File: src/rtl/inst_loader_if.sv
// Bus bundle between the byte source and the instruction-memory write port.
// The slave modport faces the loader; the master modport faces the driver.
interface inst_loader_if #(
  parameter int ADDR_WIDTH = 10
);
  logic                  start_i;
  logic                  byte_valid_i;
  logic [7:0]            byte_data_i;
  logic                  byte_ready_o;
  logic                  mem_we_o;
  logic [ADDR_WIDTH-1:0] mem_addr_o;
  logic [31:0]           mem_data_o;
  logic                  core_rst_o;
  logic                  done_o;
  logic                  error_o;

  modport master (
    output start_i, byte_valid_i, byte_data_i,
    input  byte_ready_o, mem_we_o, mem_addr_o, mem_data_o,
           core_rst_o, done_o, error_o
  );

  modport slave (
    input  start_i, byte_valid_i, byte_data_i,
    output byte_ready_o, mem_we_o, mem_addr_o, mem_data_o,
           core_rst_o, done_o, error_o
  );
endinterface

File: src/rtl/inst_loader.sv
// Streams a program image (16-bit count, big-endian words, XOR checksum) into instruction
// memory and holds the core in reset until it verifies. Optional idle timeout: INST_LOADER_TIMEOUT_EN.
module inst_loader #(
  parameter int ADDR_WIDTH     = 10,
  parameter int BASE_ADDR      = 0,
  parameter int TIMEOUT_CYCLES = 65535
) (
  input logic         clk,
  input logic         rst,
  inst_loader_if.slave bus
);

  typedef enum logic [2:0] {
    IDLE,
    CNT_HI,
    CNT_LO,
    DATA,
    CSUM,
    DONE,
    ERR
  } state_t;

  // Largest word count that still fits between BASE_ADDR and the top of memory.
  localparam logic [16:0] MAX_WORDS = 17'((1 << ADDR_WIDTH) - BASE_ADDR);

  if (ADDR_WIDTH < 1 || ADDR_WIDTH > 16 || TIMEOUT_CYCLES < 1 || TIMEOUT_CYCLES > 65535) begin : g_bad_params
    $error("inst_loader: ADDR_WIDTH must be 1..16 and TIMEOUT_CYCLES 1..65535");
  end

  state_t                state;
  state_t                next_state;
  logic [15:0]           count;
  logic [15:0]           count_next;
  logic [15:0]           word_idx;
  logic [1:0]            byte_sel;
  logic [23:0]           shift;
  logic [7:0]            xor_acc;
  logic                  loading;
  logic                  rearm;
  logic                  accept;
  logic                  timed_out;
  logic                  mem_we;
  logic [ADDR_WIDTH-1:0] mem_addr;
  logic [31:0]           mem_data;

  assign loading    = (state == CNT_HI) || (state == CNT_LO) || (state == DATA) || (state == CSUM);
  assign rearm      = !loading && bus.start_i;
  assign accept     = loading && bus.byte_valid_i;
  assign count_next = {count[15:8], bus.byte_data_i};

  assign bus.byte_ready_o = loading;
  assign bus.done_o       = (state == DONE);
  assign bus.error_o      = (state == ERR);
  assign bus.core_rst_o   = (state == DONE);
  assign bus.mem_we_o     = mem_we;
  assign bus.mem_addr_o   = mem_addr;
  assign bus.mem_data_o   = mem_data;

`ifdef INST_LOADER_TIMEOUT_EN
  logic [15:0] idle_cnt;

  // Idle cycles since the last accepted byte; idle states keep it at zero so a fresh load starts clean.
  always_ff @(posedge clk or negedge rst) begin
    if (!rst) begin
      idle_cnt <= '0;
    end else if (accept || !loading) begin
      idle_cnt <= '0;
    end else begin
      idle_cnt <= idle_cnt + 16'd1;
    end
  end

  assign timed_out = loading && !accept && (idle_cnt == 16'(TIMEOUT_CYCLES));
`else
  assign timed_out = 1'b0;
`endif

  always_ff @(posedge clk or negedge rst) begin
    if (!rst) begin
      state <= IDLE;
    end else begin
      state <= next_state;
    end
  end

  always_comb begin
    next_state = state;
    case (state)
      IDLE, DONE, ERR: begin
        if (bus.start_i) next_state = CNT_HI;
      end
      CNT_HI: begin
        if (accept) next_state = CNT_LO;
      end
      CNT_LO: begin
        if (accept) begin
          if ({1'b0, count_next} > MAX_WORDS) next_state = ERR;
          else if (count_next == 16'd0)       next_state = CSUM;
          else                                next_state = DATA;
        end
      end
      DATA: begin
        if (accept && byte_sel == 2'd3 && word_idx == count - 16'd1) next_state = CSUM;
      end
      CSUM: begin
        if (accept) next_state = (bus.byte_data_i == xor_acc) ? DONE : ERR;
      end
      default: next_state = IDLE;
    endcase
    if (timed_out) next_state = ERR;
  end

  // Byte datapath: count capture, word assembly and the one-cycle memory write.
  always_ff @(posedge clk or negedge rst) begin
    if (!rst) begin
      count    <= '0;
      word_idx <= '0;
      byte_sel <= '0;
      shift    <= '0;
      xor_acc  <= '0;
      mem_we   <= 1'b0;
      mem_addr <= '0;
      mem_data <= '0;
    end else begin
      mem_we <= 1'b0;
      if (rearm) begin
        xor_acc  <= '0;
        word_idx <= '0;
        byte_sel <= '0;
      end
      if (accept) begin
        if (state != CSUM) xor_acc <= xor_acc ^ bus.byte_data_i;
        case (state)
          CNT_HI: count[15:8] <= bus.byte_data_i;
          CNT_LO: count[7:0]  <= bus.byte_data_i;
          DATA: begin
            shift    <= {shift[15:0], bus.byte_data_i};
            byte_sel <= byte_sel + 2'd1;
            if (byte_sel == 2'd3) begin
              mem_we   <= 1'b1;
              mem_addr <= ADDR_WIDTH'(BASE_ADDR) + word_idx[ADDR_WIDTH-1:0];
              mem_data <= {shift, bus.byte_data_i};
              word_idx <= word_idx + 16'd1;
            end
          end
          default: ;
        endcase
      end
    end
  end

endmodule

File: src/flat_wrapper.sv
// flat-port wrapper written by rule: the top's interface ports become plain ports
module inst_loader_flat 
#(
  parameter int ADDR_WIDTH     = 10,
  parameter int BASE_ADDR      = 0,
  parameter int TIMEOUT_CYCLES = 65535
)
  (clk, rst, bus_start_i, bus_byte_valid_i, bus_byte_data_i, bus_byte_ready_o, bus_mem_we_o, bus_mem_addr_o, bus_mem_data_o, bus_core_rst_o, bus_done_o, bus_error_o);
  inst_loader_if #(.ADDR_WIDTH(ADDR_WIDTH)) bus_i ();
  input logic clk;
  input logic rst;
  input wire logic [$bits(bus_i.start_i)-1:0] bus_start_i;
  input wire logic [$bits(bus_i.byte_valid_i)-1:0] bus_byte_valid_i;
  input wire logic [$bits(bus_i.byte_data_i)-1:0] bus_byte_data_i;
  output wire logic [$bits(bus_i.byte_ready_o)-1:0] bus_byte_ready_o;
  output wire logic [$bits(bus_i.mem_we_o)-1:0] bus_mem_we_o;
  output wire logic [$bits(bus_i.mem_addr_o)-1:0] bus_mem_addr_o;
  output wire logic [$bits(bus_i.mem_data_o)-1:0] bus_mem_data_o;
  output wire logic [$bits(bus_i.core_rst_o)-1:0] bus_core_rst_o;
  output wire logic [$bits(bus_i.done_o)-1:0] bus_done_o;
  output wire logic [$bits(bus_i.error_o)-1:0] bus_error_o;
  assign bus_i.start_i = bus_start_i;
  assign bus_i.byte_valid_i = bus_byte_valid_i;
  assign bus_i.byte_data_i = bus_byte_data_i;
  assign bus_byte_ready_o = bus_i.byte_ready_o;
  assign bus_mem_we_o = bus_i.mem_we_o;
  assign bus_mem_addr_o = bus_i.mem_addr_o;
  assign bus_mem_data_o = bus_i.mem_data_o;
  assign bus_core_rst_o = bus_i.core_rst_o;
  assign bus_done_o = bus_i.done_o;
  assign bus_error_o = bus_i.error_o;
  inst_loader #(.ADDR_WIDTH(ADDR_WIDTH), .BASE_ADDR(BASE_ADDR), .TIMEOUT_CYCLES(TIMEOUT_CYCLES)) u_core (.clk(clk), .rst(rst), .bus(bus_i));
endmodule
File: config.mk
export PLATFORM = sky130hd
export DESIGN_NAME = inst_loader_flat
export DESIGN_NICKNAME = d
export VERILOG_FILES = /design/src/rtl/inst_loader_if.sv /design/src/rtl/inst_loader.sv /design/src/flat_wrapper.sv
export SDC_FILE = /design/constraint.sdc
export NUM_CORES = 1
export LEC_CHECK = 0
export ABC_CLOCK_PERIOD_IN_PS = 2900
export CORE_ASPECT_RATIO = 1.2
export CORE_UTILIZATION = 55
export CTS_BUF_LIST = sky130_fd_sc_hd__clkbuf_8
export DETAILED_ROUTE_END_ITERATION = 16
export GPL_TIMING_DRIVEN = 0
export PLACE_DENSITY = 0.8
export SYNTH_ARGS = -nofsm -noshare
export SYNTH_HDL_FRONTEND = slang
export SYNTH_SLANG_ARGS = --single-unit
File: constraint.sdc
create_clock -name clk -period 2.9 [get_ports clk]
set_input_delay 0.58 -clock clk [delete_from_list [all_inputs] [get_ports clk]]
set_output_delay 0.58 -clock clk [all_outputs]
set_load 0.005 [all_outputs]
* Word-level counts from Yosys, hierarchy flattened *
Index checks and enable logic that the tools add are counted.

cells by class
  $add $sub $neg = 3
  $lt $le $gt $ge = 1
  equal/unequal tests = 15
  mux-type cells = 22
  bitwise logic cells = 1
  reductions and logical operators = 16

operators with widths
  operator                                                                 number
  16-bit two-way mux                                                       4
  8-bit two-way mux                                                        3
  3-bit two-way mux                                                        7
  16-bit by 1-bit adder with 16-bit output (second input constant)         1
  16-bit equality test                                                     1
  16-bit by 11-bit > comparator with 1-bit output (second input constant)  1
  16-bit zero test                                                         1
  16-bit by 1-bit subtractor with 16-bit output (second input constant)    1
  3-bit one-hot mux with 5 select lines                                    1
  3-bit equality test (second input constant)                              3
  8-bit equality test                                                      1
  2-bit two-way mux                                                        4
  8-bit XOR                                                                1
  3-bit by 2-bit equality test with 1-bit output (second input constant)   2
  2-bit by 1-bit != test with 1-bit output (second input constant)         3
  2-bit AND reduction                                                      3
  5-bit AND reduction                                                      1
  1-bit logical AND                                                        4
  2-bit != test (second input constant)                                    2
  3-bit by 1-bit equality test with 1-bit output (second input constant)   1
  3-bit zero test                                                          1
  1-bit logical OR                                                         3
  1-bit two-way mux                                                        3
  3-bit != test (second input constant)                                    1
  other kinds (5)                                                          5

storage, ports and cells
  register bits after elaboration = 112
  output and inout port bits = 47
  word-level logic and storage cells = 68

* Logic depth before layout (Yosys ltp) *
Gate-level depths: netlist of the first run.

  depth in word-level cells = 10
  gate-level depth with buffers = 8

* Worst setup path before layout of the first run *
Ideal clock, no wire load.

  path kind = register to register
  start point = register u_core.count[0]
  end point = register u_core.state[1]
  library setup time = 119 ps
  arrival = 2,177 ps
  data required time = 2,781 ps
  path slack = 604 ps
  cell stages (with the launch flop) = 9
  path buffers = 0
  period minus slack after synthesis = 2,296 ps
  cell sequence = dfrtp_1 inv_1 ha_1 nor3b_2 and3_1 o22ai_1 nor4_2 or4b_1 o21a_1

between the ends
  word-level cells in the longest chain between the ends = 5

ends and longest elaborated chain
  element                                        RTL line            source
  from (decl)                                    inst_loader.sv:32   logic [15:0] count;
  from (signal assigned)                         inst_loader.sv:135  CNT_LO: count[7:0] <= bus.byte_data_i;
  16-bit by 1-bit subtractor with 16-bit output  inst_loader.sv:103  if (accept && byte_sel == 2'd3 && word_idx == count - 16'd1) next_state = CSUM;
  16-bit equality test                           inst_loader.sv:103
  1-bit logical AND                              inst_loader.sv:103
  2-bit != test (no line)                        n/a
  5-bit AND reduction (no line)                  n/a
  to (signal assigned)                           inst_loader.sv:82   state <= next_state;
  to (decl)                                      inst_loader.sv:30   state_t state;

Every way passes these cells.
A chain may end at the register's enable or synchronous reset.

* Worst setup path in the final report of the first run *
Ends and elaborated chain as after synthesis.

==> summary.txt, run 1 <==
Worst-Skew Late Latency: 0.38 ns
Final Wtd Congestion: 0.882
Top-count cell post-synth: nand2_1
Top cell type's share of synthesized area: 52.4%
Mean Syn Cell Area: 9.01 um2
Register bit total from synthesis: 112
Die Footprint: 10100 um2
Top Ports: 59
Rel. slew slack: 55.0%
Initial Util: 56.5%
Total CTS buffers: 9
Routed len/inst: 15.6 um
Drt total wl: 12300 um
Syn Inst Count: 594
Synth async-reset ratio: 100%
Routed Antenna Nets: 0
Nets: 674
Remaining DRCs: 0
Total placed cells including tap cells: 771
Synthesis Warnings: 0
HPWL after DPL: 8850 um
Crit end category: flop
Layout Cells excl Fill: 787
Clock buffer depth: 2
Final Cycle Share: 92.5%
Finish-stage setup viols: 0
Cell taking the most area after synthesis: dfrtp_1
Post-CTS Resized: 0
CP required: 3.17 ns
Hold-fix buffers, CTS: 0
Critical path's slowest cell: or4b_1
Min Clock Period, post-route: 2.68 ns
GR Util All Layers: 26.3%
Vias in the first global route: 4226
Fin util: 66.1%
Max VDD drop: 0.462 mV
Setup crit start kind: flop
LEAKAGE: 2.92 nW
Area growth, synth to finish: 16.9%
Core ar.: 9470 um2
CTS tree: yes
DRT Pass-1 Iters: 5
Number of port buffers: 53
Sequential element share of the synthesized area: 52.4%
Unrepaired setup endpoints after global routing: no
ANT cells: 0
Largest net degree at the start of global routing: 77
Status: completed
Total number of vias: 4368
Critical path class: flop to flop
Grt total ovfl: 0
CP Max Fanout: 7
H-tree Lvls: 3
First-pass GRT wire length: 20500 um
EDFF count, synth: 0
Most common flop cell mapped by yosys: dfrtp_1
Initial antenna violation count: 0
Cell Area, Synth: 5350 um2
DP Area: 6060 um2
Final Slew Violations: 0
Highest clock rate: 373 MHz
Setup TNS: 0 ns
Clk sinks: 112
Via density: 5.55
Yosys cell types: 53
PD cells: 851 nW/um2
Initial drt markers: 256
Clock Skew: 0.0133 ns
Max_cap viols: 0
Die Ht: 110 um
Mapped Nets: 609
Slew @ Worst Pin: 0.671 ns
Leading post-synthesis cells by cell area: dfrtp_1 (52%), nand2_1 (16%), xnor2_1 (3.1%), o21ai_0 (3.0%), mux2_2 (2.5%)
Worst hold path type: primary input to async pin
Final hold violations: 0
CP Cell Sequence: inv_1 > ha_1 > nor3b_2 > and3_1 > o22ai_1 > nor4_2 > or4b_1 > o21a_1
Design area: 6250 um2
Die extent in x: 92.0 um
CP peak stage delay: 0.52 ns
CP arrival: 2.95 ns
Root Driver: clkbuf_8
Share of cells above drive strength 1: 6.48%
Row count: 39
Commonest cells in the netlist: nand2_1 (222), dfrtp_1 (112), o21ai_0 (32)
Setup Buffers After CTS: 0
Clock-pin slew on the worst setup and hold paths: 0.10 ns
==> layer usage <==
layer | wire length, um | vias to the layer above | global-route usage (%)
li1 | - | 2105 | -
met1 | 5210 | 2123 | 33.5
met2 | 6230 | 112 | 44.7
met3 | 478 | 28 | 5.08
met4 | 337 | 0 | 10.6
met5 | 0 | - | 0
==> state kept, by name (all words and copies together), names as in the netlist <==
name                   cells
u_core.bus.mem_data_o     32
u_core.word_idx           16
u_core.xor_acc             8
u_core.state               3
u_core.bus.mem_addr_o     10
u_core.bus.mem_we_o        1
u_core.byte_sel            2
u_core.count              16
u_core.shift              24
==> final cells by class <==
cell class	instances	area, um2
tap	123	154
clock inverter	7	71.3
sequential	112	2800
fill	784	3210
clock buffer	9	124
timing repair buffer	54	556
buffer	35	136
inverter	9	33.8
multi-input combinational	438	2380
==> cell usage in the layout (no fill, tap or decap), drive strengths merged, types with 10 or more instances in the layout <==
cell	Yosys	final
o21ai	32	32
clkdlybuf4s50	0	52
xnor2	19	19
inv	9	13
buf	8	10
mux2	12	12
nand3	17	17
dfrtp	112	112
nand2	222	222
clkbuf	27	36
nor2	16	16
a21oi	10	10
nand4	10	10
==> power breakdown <==
part	switching (mW)	internal (mW)	leakage [nW]	total, mW
Sequential	0.448	2.02	1.48	2.47
Combinational	0.991	0.940	1.33	1.93
Clock	0.521	0.403	0.108	0.923
==> worst paths after layout <==
path | to | depth (start not counted) | startpoint | slack (ns)
max | u_core.state[1] | 8 | u_core.count[0] | 0.22
min | u_core.bus.mem_addr_o[4] | 1 | rst | 0.16
max reg2reg | u_core.state[1] | 8 | u_core.count[0] | 0.22
min reg2reg | u_core.bus.mem_addr_o[2] | 2 | u_core.bus.mem_addr_o[2] | 0.48
max in group asynchronous | u_core.shift[1] | 2 | rst | 2.01
min in group clk | u_core.bus.mem_addr_o[2] | 2 | u_core.bus.mem_addr_o[2] | 0.48
==> logic make-up after synthesis <==
kind of cell	count (synthesis)	synth area share, %
AND/OR/NAND/NOR	320	27.3
flip-flops	112	52.4
AO/OA/AOI/OAI	71	8.54
buffers and inverters	44	3.18
XOR/XNOR	28	4.58
multiplexers	16	3.27
adder cells (fa/ha/maj)	3	0.702
==> critical path: cells and delay by family (launching register included) <==
kind / cells / cell delay, ns
and+or+nand+nor: 4 / 1.53
DFF: 1 / 0.46
AOI/OAI and AO/OA: 2 / 0.29
adders and majority gates: 1 / 0.18
buffers and inverters: 1 / 0.11
==> through the flow <==
step	total power [mW]	worst slack [ns]	hold WS, ns
2_1_floorplan	3.66	0.604	0.284
3_3_place_gp	4.26	-2.82	0.454
3_5_place_dp	4.41	0.0129	0.459
4_1_cts	5.34	0.227	0.165
5_1_grt	5.70	0.0716	0.183
6_report	5.32	0.217	0.162
(Power assumes the default switching activity.)
==> run 2: changes to the inputs <==
--- a/config.mk
+++ b/config.mk
@@ -7,6 +7,7 @@
 export LEC_CHECK = 0
 export ABC_CLOCK_PERIOD_IN_PS = 2900
 export CORE_ASPECT_RATIO = 1.2
+export CORE_MARGIN = 3
 export CORE_UTILIZATION = 55
 export CTS_BUF_LIST = sky130_fd_sc_hd__clkbuf_8
 export DETAILED_ROUTE_END_ITERATION = 16
==> summary.txt, run 2 (synthesis gave the netlist of run 1 again) <==
Status: completed
Routed len/inst: 15.4 um
Root Driver: clkbuf_8
Global-route met3 utilization: 3.36%
Unrepaired setup endpoints after global routing: no
Final Wtd Congestion: 0.896
ANT cells: 0
Post-CTS Resized: 0
HPWL after DPL: 8770 um
Most common cell after layout, fill and taps aside: nand2_1
Core ar.: 9270 um2
CP Max Fanout: 7
R2R depth: 8
Die extent in x: 96.0 um
CP peak stage delay: 0.55 ns
Critical path's slowest cell: or4b_1
Crit end category: flop
Final hold violations: 0
Worst-Skew Late Latency: 0.39 ns
Nets: 674
Flip-flop count of the largest register after layout: 32
Die Ht: 114 um
Setup crit start kind: flop
Design area: 6290 um2
Grt peak-use layer: met2
DP Area: 6060 um2
Grt total ovfl: 0
Via density: 5.55
Remaining DRCs: 0
Clock Skew: 0.00937 ns
Worst hold path type: primary input to async pin
Most frequent cells in the layout: nand2_1 (222), dfrtp_1 (112), clkdlybuf4s50_1 (52)
Highest clock rate: 370 MHz
Number of port buffers: 53
Max_cap viols: 0
RR Endpoint: u_core.state[2]
Total number of vias: 4354
Max VDD drop: 0.515 mV
Total placed cells including tap cells: 768
Hold-fix buffers, CTS: 0
CP Cell Sequence: inv_1 > ha_1 > nor3b_2 > and3_1 > o22ai_1 > nor4_2 > or4b_1 > a31oi_1
LEAKAGE: 2.93 nW
Min Clock Period, post-route: 2.71 ns
GR Util All Layers: 24.0%
Row count: 38
Area growth, synth to finish: 17.6%
CTS tree: yes
Clk sinks: 112
Largest net degree at the start of global routing: 77
PD cells: 865 nW/um2
Drt total wl: 12100 um
R2R setup slack: 0.19 ns
Die Footprint: 11000 um2
Final Slew Violations: 0
Vias in the first global route: 4244
Slew @ Worst Pin: 0.656 ns
FF-to-FF Start: u_core.count[0]
Initial Util: 57.7%
Overall power: 5.44 mW
Rel. slew slack: 56.1%
First-pass GRT wire length: 20400 um
Global routing met1 resource utilization: 32.2%
Initial drt markers: 243
Setup Buffers After CTS: 0
Clock-pin slew on the worst setup and hold paths: 0.10 ns
Top Ports: 59
Critical path class: flop to flop
Final Cycle Share: 93.3%
Met2 Use GR: 38.9%
Share of cells above drive strength 1: 6.78%
CP arrival: 3.00 ns
Finish-stage setup viols: 0
CP required: 3.20 ns
Routed Antenna Nets: 0
Initial antenna violation count: 0
H-tree Lvls: 3
DRT Pass-1 Iters: 4
Clock buffer depth: 2
Layout Cells excl Fill: 784
Total CTS buffers: 9
run 2: report_power, final:
group | switching [mW] | internal, mW
Clock | 0.547 | 0.524
Sequential | 0.438 | 2.02
Combinational | 0.970 | 0.940
run 2: how the worst max path moves through the flow:
| stage | start | end | slack (ns) | depth (start not counted) |
|---|---|---|---|---|
| 2_1_floorplan | u_core.count[0] | u_core.state[1] | 0.60 | 8 |
| 3_3_place_gp | rst | u_core.bus.mem_data_o[29] | -2.84 | 1 |
| 3_5_place_dp | bus_byte_valid_i | u_core.bus.mem_addr_o[6] | 0.05 | 8 |
| 4_1_cts | u_core.count[0] | u_core.state[2] | 0.25 | 8 |
| 5_1_grt | u_core.count[0] | u_core.state[2] | 0.05 | 8 |
| 6_report | u_core.count[0] | u_core.state[2] | 0.19 | 8 |
run 2: worst max-delay path, delay by kind of cell (launching register included):
family	cells	cell delay, ns
and+or+nand+nor	4	1.57
DFF	1	0.46
AOI/OAI and AO/OA	2	0.33
adders and majority gates	1	0.18
buffers and inverters	1	0.10
run 2: per-layer routing:
metal | vias up | share of wire [%] | routed length (um)
li1 | 2117 | - | -
met1 | 2097 | 44 | 5310
met2 | 121 | 50 | 5980
met3 | 19 | 4.4 | 532
met4 | 0 | 1.9 | 229
met5 | - | 0 | 0
run 2: per-stage QoR:
step	hold WS, ns	setup slack [ns]	utilization (%)	setup TNS (ns)
6_report	0.161	0.194	67.9	0
5_1_grt	0.182	0.0470	67.9	0
4_1_cts	0.170	0.248	67.9	0
3_5_place_dp	0.456	0.0465	65.3	0
3_3_place_gp	0.453	-2.84	65.0	-317.64
2_1_floorplan	0.284	0.604	-	0
run 2: cell type report:
class	instances	area, um2
fill	764	2980
clock inverter	6	97.6
multi-input combinational	438	2380
buffer	35	136
timing repair buffer	54	556
clock buffer	10	138
inverter	9	33.8
sequential	112	2800
tap	120	150
